===== src/rtl/s_term_s1_loopback.sv =====
// Bottom-edge terminator: south-going wires are looped back north, one path per
// wire, with per-path invert and an optional capture stage (`S_TERM_PIPE_EN).
module s_term_s1_loopback #(
  parameter int NoConfigBits = 32
) (
  input  logic       UserCLK,
  input  logic       RESET,
  input  logic       from_SA_1s0,
  input  logic       from_SA_1s1,
  input  logic       from_SB_1s0,
  input  logic       from_SB_1s1,
  input  logic       from_SC_1s0,
  input  logic       from_SC_1s1,
  input  logic       from_SD_1s0,
  input  logic       from_SD_1s1,
  input  logic       from_SF_1s0,
  input  logic       from_SF_1s1,
  input  logic       from_SG_1s0,
  input  logic       from_SG_1s1,
  input  logic       from_SH_1s0,
  input  logic       from_SH_1s1,
  input  logic       from_SI_1s0,
  input  logic       from_SI_1s1,
  output logic       to_NA_1s0,
  output logic       to_NA_1s1,
  output logic       to_NB_1s0,
  output logic       to_NB_1s1,
  output logic       to_NC_1s0,
  output logic       to_NC_1s1,
  output logic       to_ND_1s0,
  output logic       to_ND_1s1,
  output logic       to_NF_1s0,
  output logic       to_NF_1s1,
  output logic       to_NG_1s0,
  output logic       to_NG_1s1,
  output logic       to_NH_1s0,
  output logic       to_NH_1s1,
  output logic       to_NI_1s0,
  output logic       to_NI_1s1,
  input  logic       cfg_data,
  input  logic       cfg_valid,
  output logic       cfg_ready,
  input  logic       cfg_abort,
  output logic       cfg_done,
  output logic [1:0] cfg_state
);

  typedef enum logic [1:0] {
    IDLE   = 2'd0,
    SHIFT  = 2'd1,
    COMMIT = 2'd2
  } state_t;

  state_t                  state;
  logic [NoConfigBits-1:0] shadow;
  logic [NoConfigBits-1:0] active_cfg;
  logic [4:0]              beat_cnt;
  logic                    beat_ok;
  logic [15:0]             from_s;
  logic [15:0]             to_n;
  logic [15:0]             reg_sel;
  logic [15:0]             inv;

  // Path index k: letter-major, share-minor. Each bit only ever meets itself.
  assign from_s = {from_SI_1s1, from_SI_1s0, from_SH_1s1, from_SH_1s0,
                   from_SG_1s1, from_SG_1s0, from_SF_1s1, from_SF_1s0,
                   from_SD_1s1, from_SD_1s0, from_SC_1s1, from_SC_1s0,
                   from_SB_1s1, from_SB_1s0, from_SA_1s1, from_SA_1s0};

  assign to_NA_1s0 = to_n[0];
  assign to_NA_1s1 = to_n[1];
  assign to_NB_1s0 = to_n[2];
  assign to_NB_1s1 = to_n[3];
  assign to_NC_1s0 = to_n[4];
  assign to_NC_1s1 = to_n[5];
  assign to_ND_1s0 = to_n[6];
  assign to_ND_1s1 = to_n[7];
  assign to_NF_1s0 = to_n[8];
  assign to_NF_1s1 = to_n[9];
  assign to_NG_1s0 = to_n[10];
  assign to_NG_1s1 = to_n[11];
  assign to_NH_1s0 = to_n[12];
  assign to_NH_1s1 = to_n[13];
  assign to_NI_1s0 = to_n[14];
  assign to_NI_1s1 = to_n[15];

  assign reg_sel = active_cfg[15:0];
  assign inv     = active_cfg[31:16];

  // Handshake: a configuration bit transfers on a rising edge where
  // cfg_valid && cfg_ready && !cfg_abort; abort always drops the bit.
  assign cfg_ready = (state != COMMIT);
  assign beat_ok   = cfg_valid && cfg_ready && !cfg_abort;
  assign cfg_state = state;

  always_ff @(posedge UserCLK or posedge RESET) begin
    if (RESET) begin
      state      <= IDLE;
      shadow     <= '0;
      active_cfg <= '0;
      beat_cnt   <= 5'd0;
      cfg_done   <= 1'b0;
    end else begin
      cfg_done <= 1'b0;
      case (state)
        IDLE: begin
          if (beat_ok) begin
            shadow   <= {cfg_data, shadow[NoConfigBits-1:1]};
            beat_cnt <= beat_cnt + 5'd1;
            state    <= SHIFT;
          end
        end
        SHIFT: begin
          if (cfg_abort) begin
            state    <= IDLE;
            beat_cnt <= 5'd0;
            shadow   <= '0;
          end else if (beat_ok) begin
            shadow   <= {cfg_data, shadow[NoConfigBits-1:1]};
            beat_cnt <= beat_cnt + 5'd1;
            if (beat_cnt == 5'd31) state <= COMMIT;
          end
        end
        COMMIT: begin
          // Abort is not sampled here: a completed word always lands.
          active_cfg <= shadow;
          beat_cnt   <= 5'd0;
          cfg_done   <= 1'b1;
          state      <= IDLE;
        end
        default: begin
          state    <= IDLE;
          beat_cnt <= 5'd0;
        end
      endcase
    end
  end

`ifdef S_TERM_PIPE_EN
  logic [15:0] q;

  // Capture runs every cycle independent of reg_sel so a config change
  // only switches the mux, never disturbs the flop contents.
  always_ff @(posedge UserCLK or posedge RESET) begin
    if (RESET) q <= '0;
    else       q <= from_s;
  end

  assign to_n = ((reg_sel & q) | (~reg_sel & from_s)) ^ inv;
`else
  logic unused_reg_sel;

  assign unused_reg_sel = ^reg_sel;
  assign to_n           = from_s ^ inv;
`endif

endmodule


===== config.mk =====
export PLATFORM = sky130hd
export DESIGN_NAME = s_term_s1_loopback
export DESIGN_NICKNAME = d
export VERILOG_FILES = /design/src/rtl/s_term_s1_loopback.sv
export SDC_FILE = /design/constraint.sdc
export NUM_CORES = 1
export LEC_CHECK = 0
export CORE_ASPECT_RATIO = 1.25
export CORE_MARGIN = 5
export CORE_UTILIZATION = 40
export DETAILED_ROUTE_END_ITERATION = 16
export PLACE_DENSITY_LB_ADDON = 0.2
export SLEW_MARGIN = 20
export SYNTH_ARGS = -nofsm -noshare
export SYNTH_HDL_FRONTEND = slang
export SYNTH_SLANG_ARGS = --single-unit

===== constraint.sdc =====
create_clock -name UserCLK -period 2.7 [get_ports UserCLK]
set_clock_uncertainty 0.15 [all_clocks]
set_input_delay 0.54 -clock UserCLK [delete_from_list [all_inputs] [get_ports UserCLK]]
set_output_delay 0.54 -clock UserCLK [all_outputs]
set_load 0.005 [all_outputs]

==> results of run 1 <==
[logic make-up (layout without fill, tap and decap cells)]
kind of cell | Yosys count | after routing | share of synthesized area [%]
mux | 34 | 34 | 19.4
buf+inv | 9 | 54 | 3.98
fa+ha+maj | 2 | 2 | 1.35
xor+xnor | 16 | 16 | 7.56
simple gates | 41 | 41 | 12.1
compound gates | 5 | 5 | 1.55
flops | 40 | 40 | 54.0
[placed cells by master, fill, tap and decap left out]
cell type,n
a21oi_1,3
a2bb2oi_1,1
and3_1,2
buf_4,4
bufinv_16,1
clkbuf_1,1
clkbuf_8,5
clkdlybuf4s50_1,40
clkinv_2,1
dfrtp_1,40
ha_1,2
inv_1,2
mux2_2,16
mux2i_1,18
nand2_1,4
nand2b_1,1
nand3_1,3
nand3b_1,3
nand4_1,1
nor2_1,11
nor2_2,9
nor2b_1,4
nor3_1,1
nor3b_4,1
o21ai_0,1
or4_1,1
xor2_1,16
[report_power, final]
group / switching [mW] / internal [mW]
clock network: 0.210 / 0.274
registers: 0.0203 / 0.620
logic: 0.0609 / 0.0814
total: 0.291 / 0.975
[per-layer routing]
metal / up-vias / part of all wire (%)
li1: 582 / -
met2: 29 / 52
met1: 569 / 41
met5: - / 0
met4: 0 / 1.7
met3: 7 / 5.6
[flip-flops by register name, summed over array words and instances, names as in the netlist]
signal,cells
active_cfg,16
beat_cnt,5
cfg_done,1
cfg_state,2
shadow,16
[worst max-delay path, stage by stage]
cell and delay, ns:
clkdlybuf4s50_1 0.47, xor2_1 0.15, clkdlybuf4s50_1 0.53
[stage by stage]
step	power (mW)	std cells	hold WS [ns]	setup slack [ns]	util, %
detailed placement	0.796	242	0.369	0.313	51.5
finish	1.27	250	0.381	0.327	53.9
floorplan	0.720	147	0.329	1.04	-
global route	1.32	250	0.396	0.231	53.9
global placement	0.788	242	0.349	0.335	51.5
CTS	1.27	250	0.386	0.290	53.9
[layout make-up]
class | instances | area [sq um] | share of cell area, %
inverter | 2 | 7.51 | 0.312
sequential | 40 | 1000 | 41.6
clock inverter | 2 | 35.0 | 1.46
timing repair buffer | 44 | 430 | 17.9
tap | 58 | 72.6 | 3.02
multi-input combinational | 98 | 786 | 32.7
clock buffer | 6 | 72.6 | 3.02
[path summary, 6_finish.rpt]
kind                                              endpoint  slack, ns  depth (start not counted)
worst min-delay path            active_cfg[23]$_DFFE_PP0P_       0.38                          1
worst max register to register  active_cfg[27]$_DFFE_PP0P_       0.91                          3
max in group asynchronous            beat_cnt[0]$_DFF_PP0_       1.53                          3
worst max-delay path                             to_NI_1s0       0.33                          3
min in group asynchronous           shadow[25]$_DFFE_PP0P_       0.53                          3
worst min register to register  active_cfg[23]$_DFFE_PP0P_       0.38                          1
==> impl_metrics.csv, run 1 <==
group,metric,value,unit
logic_synthesis,ys_types,25,
timing,fin_crit,2.37,ns
floorplanning,die_h,86.1,um
power,ir_worst_vdd,0.280,mV
clocking,cts_tree,"yes",
global_route,gr-usage-met3,3.87,%
timing,period_share,87.9,%
logic_synthesis,synth.top_cell.area_share,54.0,%
drt,drc_errors,0,
timing,worst_pin_slew,0.497,ns
clocking,clock-root-buffer,"clkbuf_8",
logic_synthesis,synth_nets,170,
logic_synthesis,yosysTopAreaCell,"dfrtp_1",
global_route,met1_usage,14.1,%
global_route,grt_most_used_layer,"met2",
logic_synthesis,synthArstFlopShare,100,%
min_path,hold_path.class,"register to register",
clocking,htreeDepth,2,
global_route,grt_pass1_wl,5800,um
logic_synthesis,synth.most_common_cell,"dfrtp_1",
placement,port_buffers,40,
run_status,status,"complete, no violations",
clocking,cts_resized,0,
timing,slew_viol_final,0,
critical_path,r2r-start,"cfg_state[1]$_DFFE_PP0P_",
floorplanning,ios,41,
floorplanning,core-area,4460,sq um
timing,tns,0,ns
critical_path,critPathLaunch,"from_SI_1s0",
logic_synthesis,synth_area_leaders,"dfrtp_1 (54%), mux2i_1 (9.7%), mux2_2 (9.7%)",
placement,placed_cell_area,2300,sq um
drt,vias_per_cell,4.75,
critical_path,cp.arrival,1.68,ns
floorplanning,num_rows,27,
drt,num_vias,1187,
floorplanning,dieWidth,70.9,um
min_path,holdCritStartpoint,"active_cfg[23]$_DFFE_PP0P_",
placement,dp_hpwl,2370,um
drt,routed_wl,3420,um
job,maxCapViolations,0,
critical_path,crit_fanout,1,
global_route,overflow,0,
timing,slew_headroom,66.9,%
clocking,post_cts_buffers,0,
clocking,cts_buffers,5,
drt,antenna_left,0,
final_layout,nets,214,
logic_synthesis,synth_common_cells,"dfrtp_1 (40), mux2i_1 (18), mux2_2 (16), xor2_1 (16), nor2_1 (11)",
final_layout,num-fill-cells,402,
floorplanning,initial_core_util,41.6,%
clocking,clk_pin_slew,0.08,ns
clocking,cts.sink_count,40,
global_route,antenna_found_initial,0,
critical_path,path_class,"input pin to output pin",
global_route,grt_pass1_vias,1229,
drt,drt_first_pass_iters,4,
final_layout,area_delta_synth_final,29.7,%
placement,gpl.final_weighted_congestion,0.682,
timing,fmax,421,MHz
timing,hold_viol,0,
logic_synthesis,yosysSeqAreaShare,54.0,%
final_layout,stdcell_area,2400,sq um
critical_path,endpoint_kind,"output pin",
logic_synthesis,synth_warnings,0,
drt,drt_iter0_markers,45,
timing,rsz0062_at_grt,"false",
global_route,grt_use_met2,20.0,%
critical_path,cp.required,2.01,ns
clocking,cts_hold_buf,0,
logic_synthesis,synthCells,147,
logic_synthesis,synth_seq_cells,40,
final_layout,diodes,0,
global_route,grt.total_usage,11.9,%
timing,setup_viol,0,
logic_synthesis,synth_edf_count,0,
logic_synthesis,avgSynthCellArea,12.6,sq um
power,leakage,1.18,nW
clocking,clk_latency,0.29,ns
final_layout,drive_above_1_share,19.3,%
logic_synthesis,synth_ff_type,"dfrtp_1",
global_route,grt_max_degree,41,
clocking,clock_path_buffers,2,
power,p_per_area,527,nW/um^2
floorplanning,dieArea,6110,sq um
drt,wire_per_inst,13.7,um
critical_path,cp-start-kind,"input pin",
logic_synthesis,synth_area,1850,sq um
Power figures use the tool's default switching activity.
==> run 2, diff against run 1 <==
DONT_BUFFER_PORTS = 1   (was not set)
==> impl_metrics.csv, run 2 (same netlist as run 1, synthesis figures left out) <==
group,metric,value,unit
run_status,status,"complete, no violations",
drt,wire_per_inst,14.7,um
drt,drt_iter0_markers,51,
timing,worst_slack,0.571,ns
final_layout,drive_above_1_share,24.3,%
final_layout,utilization,44.9,%
drt,antenna_left,0,
final_layout,stdcell_area,2000,sq um
placement,gpl.final_weighted_congestion,0.702,
placement,placed_cell_area,1900,sq um
timing,setup_viol,0,
global_route,grt_max_degree,41,
job,maxCapViolations,0,
clocking,cts.sink_count,40,
critical_path,cp.arrival,1.44,ns
final_layout,area_delta_synth_final,8.10,%
placement,place_ws,0.861,ns
final_layout,reg_top3,"active_cfg x16, shadow x16, beat_cnt x5",
final_layout,diodes,0,
timing,hold_viol,0,
power,pwr-share-comb,6.9,%
power,pwr-share-clk,39.6,%
critical_path,rrSetupSlack,0.99,ns
placement,port_buffers,0,
clocking,cts_hold_buf,0,
timing,rsz0062_at_grt,"false",
clocking,cts_buffers,5,
timing,fin_crit,2.13,ns
critical_path,path_buf_inv,2,
global_route,antenna_found_initial,0,
drt,num_vias,1057,
timing,period_share,78.8,%
floorplanning,num_rows,27,
clocking,clock_path_buffers,2,
floorplanning,die_h,86.1,um
drt,drc_errors,0,
timing,fmax,470,MHz
global_route,grt.total_usage,11.3,%
power,p_per_area,596,nW/um^2
critical_path,endpoint_kind,"output pin",
critical_path,slowest_delay,0.61,ns
critical_path,crit_family,"flip-flops",
timing,slew_headroom,66.7,%
timing,tns,0,ns
drt,drt_first_pass_iters,4,
floorplanning,ios,41,
power,switchingPower,0.266,mW
floorplanning,core-area,4460,sq um
power,p_seq_share,53.5,%
power,ir_worst_vdd,0.260,mV
critical_path,crit_fanout,18,
clocking,clock-root-buffer,"clkbuf_8",
global_route,overflow,0,
clocking,clk_pin_slew,0.08,ns
clocking,htreeDepth,2,
clocking,clk_latency,0.28,ns
final_layout,num-fill-cells,435,
critical_path,crit_slowest_cell,"dfrtp_1",
floorplanning,dieArea,6110,sq um
critical_path,path_cells,"nor2b_1 -> buf_4 -> inv_1",
floorplanning,dieWidth,70.9,um
final_layout,nets,174,
drt,vias_per_cell,5.03,
min_path,hold_path.class,"input pin to async pin",
clocking,post_cts_buffers,0,
power,p_int,0.930,mW
clocking,cts_resized,0,
drt,routed_wl,3080,um
global_route,grt_pass1_vias,1099,
placement,dp_hpwl,2120,um
final_layout,layout_common_cells,"dfrtp_1 (40), mux2i_1 (18), mux2_2 (16), xor2_1 (16), nor2_1 (11)",
critical_path,path_class,"register to output pin",
timing,worst_pin_slew,0.499,ns
final_layout,final_common_cell,"dfrtp_1",
power,leakage,1.02,nW
critical_path,cp-start-kind,"register",
global_route,grt_pass1_wl,5350,um
timing,slew_viol_final,0,
power,switching_share,22.2,%
floorplanning,initial_core_util,41.6,%
critical_path,cp.required,2.01,ns
clocking,cts_tree,"yes",
-- run 2: cell types whose count changed in the layout (fill, tap and decap cells not counted) --
cell / before / now
clkdlybuf4s50_1: 40 / 0
-- run 2: power by group through the flow --
stage	Clock (mW)	Sequential (mW)	Combinational (mW)
floorplan	0	0.645	0.0750
global placement	0	0.649	0.0823
detailed placement	0	0.651	0.0852
CTS	0.494	0.639	0.0856
global route	0.519	0.642	0.0950
finish	0.473	0.639	0.0826
-- run 2: final cells by class --
type                       count  area (sq um)  share of cell area (%)
sequential                    40          1000                    49.9
clock inverter                 2          35.0                    1.75
multi-input combinational     98           786                    39.2
inverter                       2          7.51                   0.375
clock buffer                   6          72.6                    3.62
timing repair buffer           4          30.0                    1.50
tap                           58          72.6                    3.62
-- run 2: worst paths after layout --
| check | start | end | cells past startpoint |
|---|---|---|---|
| worst min register to register | shadow[16]$_DFFE_PP0P_ | shadow[16]$_DFFE_PP0P_ | 2 |
| min in group UserCLK | cfg_abort | cfg_state[0]$_DFFE_PP0P_ | 1 |
| max in group asynchronous | RESET | shadow[29]$_DFFE_PP0P_ | 2 |
| worst max-delay path | cfg_state[1]$_DFFE_PP0P_ | cfg_ready | 3 |
| worst max register to register | beat_cnt[0]$_DFF_PP0_ | beat_cnt[4]$_DFF_PP0_ | 6 |
| worst min-delay path | RESET | active_cfg[18]$_DFFE_PP0P_ | 2 |
-- run 2: through the flow --
| step | std cells | power, mW | hold WS, ns |
|---|---|---|---|
| 5_1_grt | 210 | 1.26 | 0.148 |
| 6_report | 210 | 1.20 | 0.118 |
| 2_1_floorplan | 147 | 0.720 | 0.329 |
| 3_5_place_dp | 202 | 0.736 | 0.360 |
| 4_1_cts | 210 | 1.22 | 0.127 |
| 3_3_place_gp | 202 | 0.732 | 0.341 |
-- run 2: routing by layer --
| metal | vias to the layer above | routed length, um | global-route usage (%) | share of wire (%) |
|---|---|---|---|---|
| met5 | - | 0 | 0 | 0 |
| met4 | 0 | 61 | 6.15 | 2.0 |
| met3 | 4 | 159 | 3.75 | 5.2 |
| met2 | 23 | 1540 | 18.5 | 50 |
| met1 | 525 | 1320 | 12.9 | 43 |
| li1 | 505 | - | - | - |
==> run 3, diff against run 2 <==
clock period = 1.9 ns   (was 2.7 ns; I/O delays follow)
==> impl_metrics.csv, run 3 (same netlist as run 1, synthesis figures left out) <==
group,metric,value,unit
min_path,hold_path.class,"input pin to register",
drt,drc_errors,0,
timing,setup_viol,0,
placement,port_buffers,0,
drt,antenna_left,0,
placement,gpl.final_weighted_congestion,0.702,
clocking,cts.sink_count,40,
drt,num_vias,1080,
final_layout,utilization,45.3,%
final_layout,area_delta_synth_final,9.04,%
clocking,htreeDepth,2,
global_route,grt_pass1_vias,1089,
final_layout,reg_top3,"active_cfg x16, shadow x16, beat_cnt x5",
global_route,grt_pass1_wl,5180,um
final_layout,diodes,0,
global_route,overflow,0,
critical_path,cp.arrival,1.22,ns
clocking,clock_path_buffers,2,
floorplanning,dieArea,6110,sq um
drt,wire_per_inst,14.0,um
final_layout,nets,178,
floorplanning,dieWidth,70.9,um
clocking,cts_buffers,5,
clocking,clk_latency,0.28,ns
power,leakage,1.03,nW
critical_path,crit_fanout,10,
floorplanning,die_h,86.1,um
final_layout,layout_common_cells,"dfrtp_1 (40), mux2i_1 (18), mux2_2 (16), xor2_1 (16), nor2_1 (11)",
critical_path,cp.required,1.37,ns
power,p_per_area,765,nW/um^2
timing,period_share,92.4,%
timing,fin_crit,1.75,ns
timing,tns,0,ns
drt,vias_per_cell,5.07,
final_layout,num-fill-cells,416,
power,ir_worst_vdd,0.384,mV
timing,hold_viol,0,
critical_path,endpoint_kind,"output pin",
floorplanning,core-area,4460,sq um
floorplanning,ios,41,
floorplanning,initial_core_util,41.6,%
drt,routed_wl,2980,um
critical_path,path_class,"register to output pin",
placement,dp_hpwl,2110,um
global_route,grt_max_degree,41,
timing,worst_pin_slew,0.490,ns
job,maxCapViolations,0,
clocking,cts_tree,"yes",
critical_path,cp-start-kind,"register",
global_route,antenna_found_initial,0,
drt,drt_first_pass_iters,3,
timing,fmax,570,MHz
timing,slew_headroom,67.3,%
timing,rsz0062_at_grt,"false",
run_status,status,"complete, no violations",
floorplanning,num_rows,27,
min_path,hold_depth,2,
timing,slew_viol_final,0,
clocking,clock-root-buffer,"clkbuf_8",
global_route,grt.total_usage,10.6,%
drt,drt_iter0_markers,17,
final_layout,drive_above_1_share,24.5,%
critical_path,reg2reg_depth,6,
clocking,clk_pin_slew,0.07,ns
final_layout,final_common_cell,"dfrtp_1",
-- run 3: changes by cell type in the layout (fill, tap and decap cells not counted) --
cell | before | now
buf_4 | 4 | 5
bufinv_16 | 1 | 0
dlygate4sd3_1 | 0 | 2
buf_12 | 0 | 1
-- run 3: worst max-delay path, cell delays in order (launching register included) --
cell and delay, ns:
dfrtp_1 0.46, nor2b_1 0.20, buf_4 0.21, inv_1 0.07
-- run 3: worst paths after layout --
check                      slack (ns)                      from                         end
setup / recovery                 0.15  cfg_state[0]$_DFFE_PP0P_                   cfg_ready
min in group asynchronous        0.51                     RESET  active_cfg[24]$_DFFE_PP0P_
hold / removal                   0.12                  cfg_data      shadow[31]$_DFFE_PP0P_
setup reg to reg                 0.23     beat_cnt[0]$_DFF_PP0_       beat_cnt[4]$_DFF_PP0_
hold reg to reg                  0.37    shadow[16]$_DFFE_PP0P_  active_cfg[16]$_DFFE_PP0P_
max in group asynchronous        0.75                     RESET       beat_cnt[1]$_DFF_PP0_
-- run 3: report_power, final --
part,internal (mW),switching (mW)
logic,0.0554,0.0674
registers,0.881,0.0273
clock network,0.249,0.266
total,1.19,0.361
-- run 3: final cells by class --
cell class / instances / area (sq um) / share of cell area [%]
Sequential cell: 40 / 1000 / 49.5
Multi-Input combinational cell: 98 / 786 / 38.9
Timing Repair Buffer: 8 / 77.6 / 3.84
Clock buffer: 6 / 72.6 / 3.59
Tap cell: 58 / 72.6 / 3.59
Inverter: 2 / 7.51 / 0.371
Clock inverter: 1 / 5.00 / 0.248
-- run 3: routing by layer --
metal	vias up	share of wire (%)	global-route usage, %
met4	0	0.47	3.59
met3	2	5.3	2.81
met5	-	0	0
li1	516	-	-
met1	538	43	13.1
met2	24	52	18.0
-- run 3: metrics by stage --
step	instance area, sq um	setup slack (ns)	total power, mW	hold slack [ns]	instances
after floorplan	1850	0.302	1.02	0.329	147
after global placement	1920	0.272	1.04	0.276	204
after detailed placement	1920	0.236	1.05	0.286	204
after CTS	2020	0.104	1.58	0.108	213
after global routing	2020	0.0625	1.61	0.115	213
final	2020	0.145	1.55	0.118	213
-- run 3: timing repair --
item	in CTS	in global routing
setup buffers	0	0
hold buffers	2	0
endpoints found under the hold margin	41	0
gates resized for setup	0	0
